`src/rtl/fetch_stage_pkg.sv`:
```
// rtl/fetch_stage_pkg.sv - shared fetch constants and FSM encoding
package fetch_stage_pkg;

    localparam logic [31:0] RESET_PC = 32'h0000_0000;
    localparam logic [31:0] NOP_WORD = 32'h0000_0000;

    typedef enum logic {
        ST_RUN    = 1'b0,
        ST_HALTED = 1'b1
    } fetch_state_t;

    function automatic logic [31:0] word_align(input logic [31:0] addr);
        return {addr[31:2], 2'b00};
    endfunction

endpackage

```
`src/rtl/fetch_stage_if.sv`:
```
// rtl/fetch_stage_if.sv - fetch stage control, imem and IF/ID signal bundle
interface fetch_stage_if;
    logic        stall;
    logic        redirect;
    logic [31:0] redirect_pc;
    logic        halt;
    logic        go;
    logic [31:0] imem_addr;
    logic [31:0] imem_rdata;
    logic [31:0] ir;
    logic [31:0] id_pc4;
    logic        id_valid;
    logic        halted;
    logic [31:0] fetch_count;

    modport master (
        input  stall, redirect, redirect_pc, halt, go, imem_rdata,
        output imem_addr, ir, id_pc4, id_valid, halted, fetch_count
    );

    modport slave (
        output stall, redirect, redirect_pc, halt, go, imem_rdata,
        input  imem_addr, ir, id_pc4, id_valid, halted, fetch_count
    );
endinterface

```
`src/rtl/pc_register.sv`:
```
// rtl/pc_register.sv - program counter with sequential/redirect next-PC select
module pc_register
    import fetch_stage_pkg::*;
(
    input  logic        clk,
    input  logic        rst,
    input  logic        hold,
    input  logic        redirect,
    input  logic [31:0] redirect_pc,
    output logic [31:0] pc,
    output logic [31:0] pc_plus4
);

    assign pc_plus4 = pc + 32'd4;

    always_ff @(posedge clk or posedge rst) begin
        if (rst) begin
            pc <= RESET_PC;
        end else if (!hold) begin
            pc <= redirect ? word_align(redirect_pc) : pc_plus4;
        end
    end

endmodule

```
`src/rtl/fetch_stage.sv`:
```
// rtl/fetch_stage.sv - instruction fetch: PC, IF/ID register, RUN/HALTED FSM, fetch counter
module fetch_stage
    import fetch_stage_pkg::*;
(
    input  logic          clk,
    input  logic          rst,
    fetch_stage_if.master bus
);

    fetch_state_t state_q, state_d;
    logic         pc_hold;
    logic         pc_redirect;
    logic         load_valid;
    logic         load_bubble;
    logic [31:0]  pc;
    logic [31:0]  pc_plus4;
    logic [31:0]  ir_q;
    logic [31:0]  id_pc4_q;
    logic         id_valid_q;
    logic         halted_q;
    logic [31:0]  fetch_count_q;

    pc_register u_pc_register (
        .clk         (clk),
        .rst         (rst),
        .hold        (pc_hold),
        .redirect    (pc_redirect),
        .redirect_pc (bus.redirect_pc),
        .pc          (pc),
        .pc_plus4    (pc_plus4)
    );

    always_ff @(posedge clk or posedge rst) begin
        if (rst) begin
            state_q  <= ST_RUN;
            halted_q <= 1'b0;
        end else begin
            state_q  <= state_d;
            halted_q <= (state_d == ST_HALTED);
        end
    end

    // Stall outranks halt, halt outranks redirect; HALTED ignores everything but go.
    always_comb begin
        state_d     = state_q;
        pc_hold     = 1'b1;
        pc_redirect = 1'b0;
        load_valid  = 1'b0;
        load_bubble = 1'b0;
        case (state_q)
            ST_RUN: begin
                if (!bus.stall) begin
                    if (bus.halt) begin
                        state_d     = ST_HALTED;
                        load_bubble = 1'b1;
                    end else if (bus.redirect) begin
                        pc_hold     = 1'b0;
                        pc_redirect = 1'b1;
                        load_bubble = 1'b1;
                    end else begin
                        pc_hold    = 1'b0;
                        load_valid = 1'b1;
                    end
                end
            end
            ST_HALTED: begin
                if (bus.go) begin
                    state_d = ST_RUN;
                end
            end
        endcase
    end

    always_ff @(posedge clk or posedge rst) begin
        if (rst) begin
            ir_q          <= NOP_WORD;
            id_pc4_q      <= 32'd0;
            id_valid_q    <= 1'b0;
            fetch_count_q <= 32'd0;
        end else if (load_valid) begin
            ir_q          <= bus.imem_rdata;
            id_pc4_q      <= pc_plus4;
            id_valid_q    <= 1'b1;
            fetch_count_q <= fetch_count_q + 32'd1;
        end else if (load_bubble) begin
            ir_q       <= NOP_WORD;
            id_valid_q <= 1'b0;
        end
    end

    assign bus.imem_addr   = pc;
    assign bus.ir          = ir_q;
    assign bus.id_pc4      = id_pc4_q;
    assign bus.id_valid    = id_valid_q;
    assign bus.halted      = halted_q;
    assign bus.fetch_count = fetch_count_q;

endmodule

```
`src/flat_wrapper.sv`:
```
// flat-port wrapper written by rule: the top's interface ports become plain ports
module fetch_stage_flat import fetch_stage_pkg::*;
  (clk, rst, bus_stall, bus_redirect, bus_redirect_pc, bus_halt, bus_go, bus_imem_rdata, bus_imem_addr, bus_ir, bus_id_pc4, bus_id_valid, bus_halted, bus_fetch_count);
  fetch_stage_if bus_i ();
  input  logic clk;
  input  logic rst;
  input wire logic [$bits(bus_i.stall)-1:0] bus_stall;
  input wire logic [$bits(bus_i.redirect)-1:0] bus_redirect;
  input wire logic [$bits(bus_i.redirect_pc)-1:0] bus_redirect_pc;
  input wire logic [$bits(bus_i.halt)-1:0] bus_halt;
  input wire logic [$bits(bus_i.go)-1:0] bus_go;
  input wire logic [$bits(bus_i.imem_rdata)-1:0] bus_imem_rdata;
  output wire logic [$bits(bus_i.imem_addr)-1:0] bus_imem_addr;
  output wire logic [$bits(bus_i.ir)-1:0] bus_ir;
  output wire logic [$bits(bus_i.id_pc4)-1:0] bus_id_pc4;
  output wire logic [$bits(bus_i.id_valid)-1:0] bus_id_valid;
  output wire logic [$bits(bus_i.halted)-1:0] bus_halted;
  output wire logic [$bits(bus_i.fetch_count)-1:0] bus_fetch_count;
  assign bus_i.stall = bus_stall;
  assign bus_i.redirect = bus_redirect;
  assign bus_i.redirect_pc = bus_redirect_pc;
  assign bus_i.halt = bus_halt;
  assign bus_i.go = bus_go;
  assign bus_i.imem_rdata = bus_imem_rdata;
  assign bus_imem_addr = bus_i.imem_addr;
  assign bus_ir = bus_i.ir;
  assign bus_id_pc4 = bus_i.id_pc4;
  assign bus_id_valid = bus_i.id_valid;
  assign bus_halted = bus_i.halted;
  assign bus_fetch_count = bus_i.fetch_count;
  fetch_stage u_core (.clk(clk), .rst(rst), .bus(bus_i));
endmodule
```
`config.mk`:
```
export PLATFORM = sky130hd
export DESIGN_NAME = fetch_stage_flat
export DESIGN_NICKNAME = d
export VERILOG_FILES = /design/src/rtl/fetch_stage_pkg.sv /design/src/rtl/fetch_stage_if.sv /design/src/rtl/pc_register.sv /design/src/rtl/fetch_stage.sv /design/src/flat_wrapper.sv
export SDC_FILE = /design/constraint.sdc
export NUM_CORES = 1
export LEC_CHECK = 0
export CORE_UTILIZATION = 47
export DETAILED_ROUTE_END_ITERATION = 12
export GPL_ROUTABILITY_DRIVEN = 0
export GPL_TIMING_DRIVEN = 0
export PLACE_DENSITY = 0.86
export SETUP_SLACK_MARGIN = 0.5
export SLEW_MARGIN = 10
export SYNTH_ARGS = -nofsm -noshare
export SYNTH_HDL_FRONTEND = slang
export SYNTH_SLANG_ARGS = --single-unit
```
`constraint.sdc`:
```
create_clock -name clk -period 4.7 [get_ports clk]
set_input_delay 0.94 -clock clk [delete_from_list [all_inputs] [get_ports clk]]
set_output_delay 0.94 -clock clk [all_outputs]
set_load 0.05 [all_outputs]
```
==> metrics.md <==
| Metric | Value |
|---|---|
| Run status | completed |
| Synth-to-layout area growth | 45.95% |
| DR WL/cell | 19.14 um |
| WHS Endpoint | u_core.bus.id_pc4[28]$_DFFE_PP0P_ |
| CTS max path bufs | 2 |
| Layout cells sized above 1 | 0.08538 |
| Final wirelength | 19,660 um |
| Full die area | 13,620 sq um |
| P_leak | 3.745 nW |
| ANT cells | 0 |
| Largest family of logic cells by synthesized area | simple AND/OR/NAND/NOR gates |
| Buf/Inv on CP | 3 |
| Maxcap violations | 0 |
| Worst Hold Class | reg2reg |
| Routed Antenna Nets | 0 |
| I/O Buffers | 192 |
| Htree depth | 4 |
| Compound-cell area share of the yosys netlist | 0.1525 |
| Number of synthesized flops with an enable pin | 0 |
| Worst Path Required | 5050 ps |
| Final setup viols | 0 |
| Netlist cell types | 49 |
| Yosys top cell area share | 0.5097 |
| Synth warn | 0 |
| Post-cts resize count | 0 |
| Drt drc | 0 |
| Die Span Y | 116.7 um |
| Post-synthesis adder-cell area fraction | 0.004045 |
| Max Clock Skew | 7.777 ps |
| Area leader, netlist | dfrtp_1 |
| First-pass DRT Iterations | 5 |
| TNS Setup | 0 ps |
| Pwr dens | 467.0 nW/um^2 |
| CTS root buf | clkbuf_16 |
| Detail Placement HPWL | 13,970 um |
| Util after Layout | 0.7097 |
| Die W | 116.7 um |
| Critical path class | in2reg |
| Worst r2r dst | u_core.bus.id_pc4[16]$_DFFE_PP0P_ |
| Cell count after synthesis | 625 |
| Num ports | 200 |
| Synth cell count leaders | dfrtp_1, nand2_1, nand3_1 |
| Met2 Use GR | 0.4675 |
| Seq/Total Area, Yosys | 0.5097 |
| Flop2flop setup slack | 2360 ps |
| Final period util | 0.6232 |
| Top-count cell post-synth | dfrtp_1 |
| Synth Cell Area | 6186 sq um |
| Worst-Margin Slew | 940.0 ps |
| Most crowded layer after global routing | met2 |
| Clk_lat worst skew | 420 ps |
| CP Launch Type | input port |
| CTS tree | done |
| Crit path DAT | 3280 ps |
| Asr flop ratio synth | 1.000 |
| Critical-path cell list | clkdlybuf4s50_1 -> nor4_4 -> buf_2 -> buf_1 -> o211ai_1 -> nand3_1 |
| Achievable Freq | 341.4 MHz |
| Overall Power | 0.004216 W |
| Worst Hold Launch | u_core.bus.id_pc4[28]$_DFFE_PP0P_ |
| Hold path depth | 2 |
| Cells on worst reg2reg path | 5 |
| Worst VDD drop | 0.2784 mV |
| GRT met3 Usage | 0.07473 |
| Vias | 6,114 |
| Pin count of the biggest net entering global routing | 40 |
| CP Capture Type | flop |
| First-pass GRT wire length | 30,130 um |
| CTS Sinks | 126 |
| Post-CTS Setup Bufs | 0 |
| Count of final hold-check violations | 0 |
| DR vias/cell | 5.953 |
| R2r startpoint | u_core.state_q$_DFF_PP0_ |
| CP delay by family, top | buffers and inverters |
| Slew HR | 0.3681 |
| CP max stage cell | nor4_4 |
| GRT Total Usage | 0.2919 |
| Clock transition at path regs | 60 ps |
| Synth Area in Simple Gates | 0.2215 |
| Remaining Overflow, GRT | 0 |
| Vias in the first global route | 5,845 |
| Placed insts | 995 |
| Register bit total from synthesis | 126 |
| Slew Viols, Final | 0 |
| Crit path largest cell delay | 600 ps |
| First DRT Iteration DRCs | 611 |
| Initial core utilization | 0.4862 |
| Synth top area cells | dfrtp_1, xnor2_1, a22o_1, nand2_1, nand4_1 |
| Post-synthesis xor/xnor area fraction | 0.05947 |
| Top_reg_cell synth | dfrtp_1 |
| Layout Nets | 914 |
| Syn_area_per_cell | 9.897 sq um |
| Rows | 41 |
| Non-filler cells, final | 1,027 |
| RSZ-0062 raised after global routing | false |
| Post-synthesis mux area share | 0.003236 |
| Crit path time final | 2929 ps |
| # hold bufs at CTS | 0 |
| Met1 GRT Util | 0.3720 |
| Core area | 12,720 sq um |
| CP Max Fanout | 10 |
| Initial antenna violation count | 0 |
| Clock buffer count from CTS | 17 |
registers in the layout (all words and copies together), names as in the netlist:
register,count
u_core.bus.ir,32
u_core.state_q,1
u_core.bus.fetch_count,32
u_core.u_pc_register.pc,30
u_core.bus.id_valid,1
u_core.bus.id_pc4,30
worst max-delay path by stage:
stage / startpoint / to / cells past startpoint / slack [ps]
after CTS: bus_halt / u_core.bus.id_pc4[16]$_DFFE_PP0P_ / 6 / 1770
after detailed placement: bus_halt / u_core.bus.id_pc4[18]$_DFFE_PP0P_ / 6 / 1350
after floorplan: rst / u_core.bus.fetch_count[0]$_DFFE_PP0P_ / 1 / 2210
after global placement: rst / u_core.bus.ir[5]$_DFFE_PP0P_ / 2 / 1110
after global routing: bus_halt / u_core.bus.id_pc4[27]$_DFFE_PP0P_ / 6 / 1640
final: bus_halt / u_core.bus.id_pc4[16]$_DFFE_PP0P_ / 6 / 1770
metrics by stage:
step | instance area, sq um | hold WS [ps] | setup slack [ps]
after global placement | 8338 | 461.5 | 1106
after global routing | 9029 | 514.4 | 1642
final | 9029 | 479.5 | 1771
after CTS | 9029 | 483.5 | 1768
after detailed placement | 8398 | 469.5 | 1347
after floorplan | 6201 | 744.6 | 2207
worst register-to-register path, delay by kind of cell, from the launching register on:
kind | cells | cell delay, ps
AO/OA/AOI/OAI | 1 | 190
buffers and inverters | 2 | 870
flip-flops | 1 | 480
AND/OR/NAND/NOR | 2 | 740
cell type report:
class	count	area, sq um
well taps	172	215.2
multi-input cells	434	2741
fillers	934	3694
plain buffers	55	254.0
clock inverters	14	191.4
inverters	13	52.55
repair buffers	195	1982
clock buffers	18	439.2
flip-flops and latches	126	3153
layout by cell type (no fill, tap or decap), types with 12 or more instances in the layout:
master and n:
clkdlybuf4s50_1 192, inv_1 12, dfrtp_1 126, nand4_1 37, nand2_1 63, and3_1 22
nor3_1 15, nand3_1 44, nor2_1 27, clkbuf_16 17, o211ai_1 20, o21ai_0 28
buf_2 13, a21oi_1 17, xnor2_1 34, a22o_1 33, clkbuf_1 31
power breakdown:
part,internal [W],switching [W]
Clock,0.000901,0.000499
Combinational,0.000484,0.000936
Sequential,0.00124,0.000153
logic make-up after synthesis:
logic type	count (synthesis)
simple gates	250
buf+inv	68
other cells	1
fa+ha+maj	2
xor+xnor	42
flops	126
compound gates	134
mux	2
metal layers:
| layer | share of wire | up-vias | wire [um] |
|---|---|---|---|
| met4 | 0.020 | 0 | 390 |
| met5 | 0 | - | 0 |
| li1 | - | 2737 | - |
| met2 | 0.48 | 387 | 9408 |
| met1 | 0.40 | 2955 | 7960 |
| met3 | 0.097 | 35 | 1901 |
(Power assumes the default switching activity.)
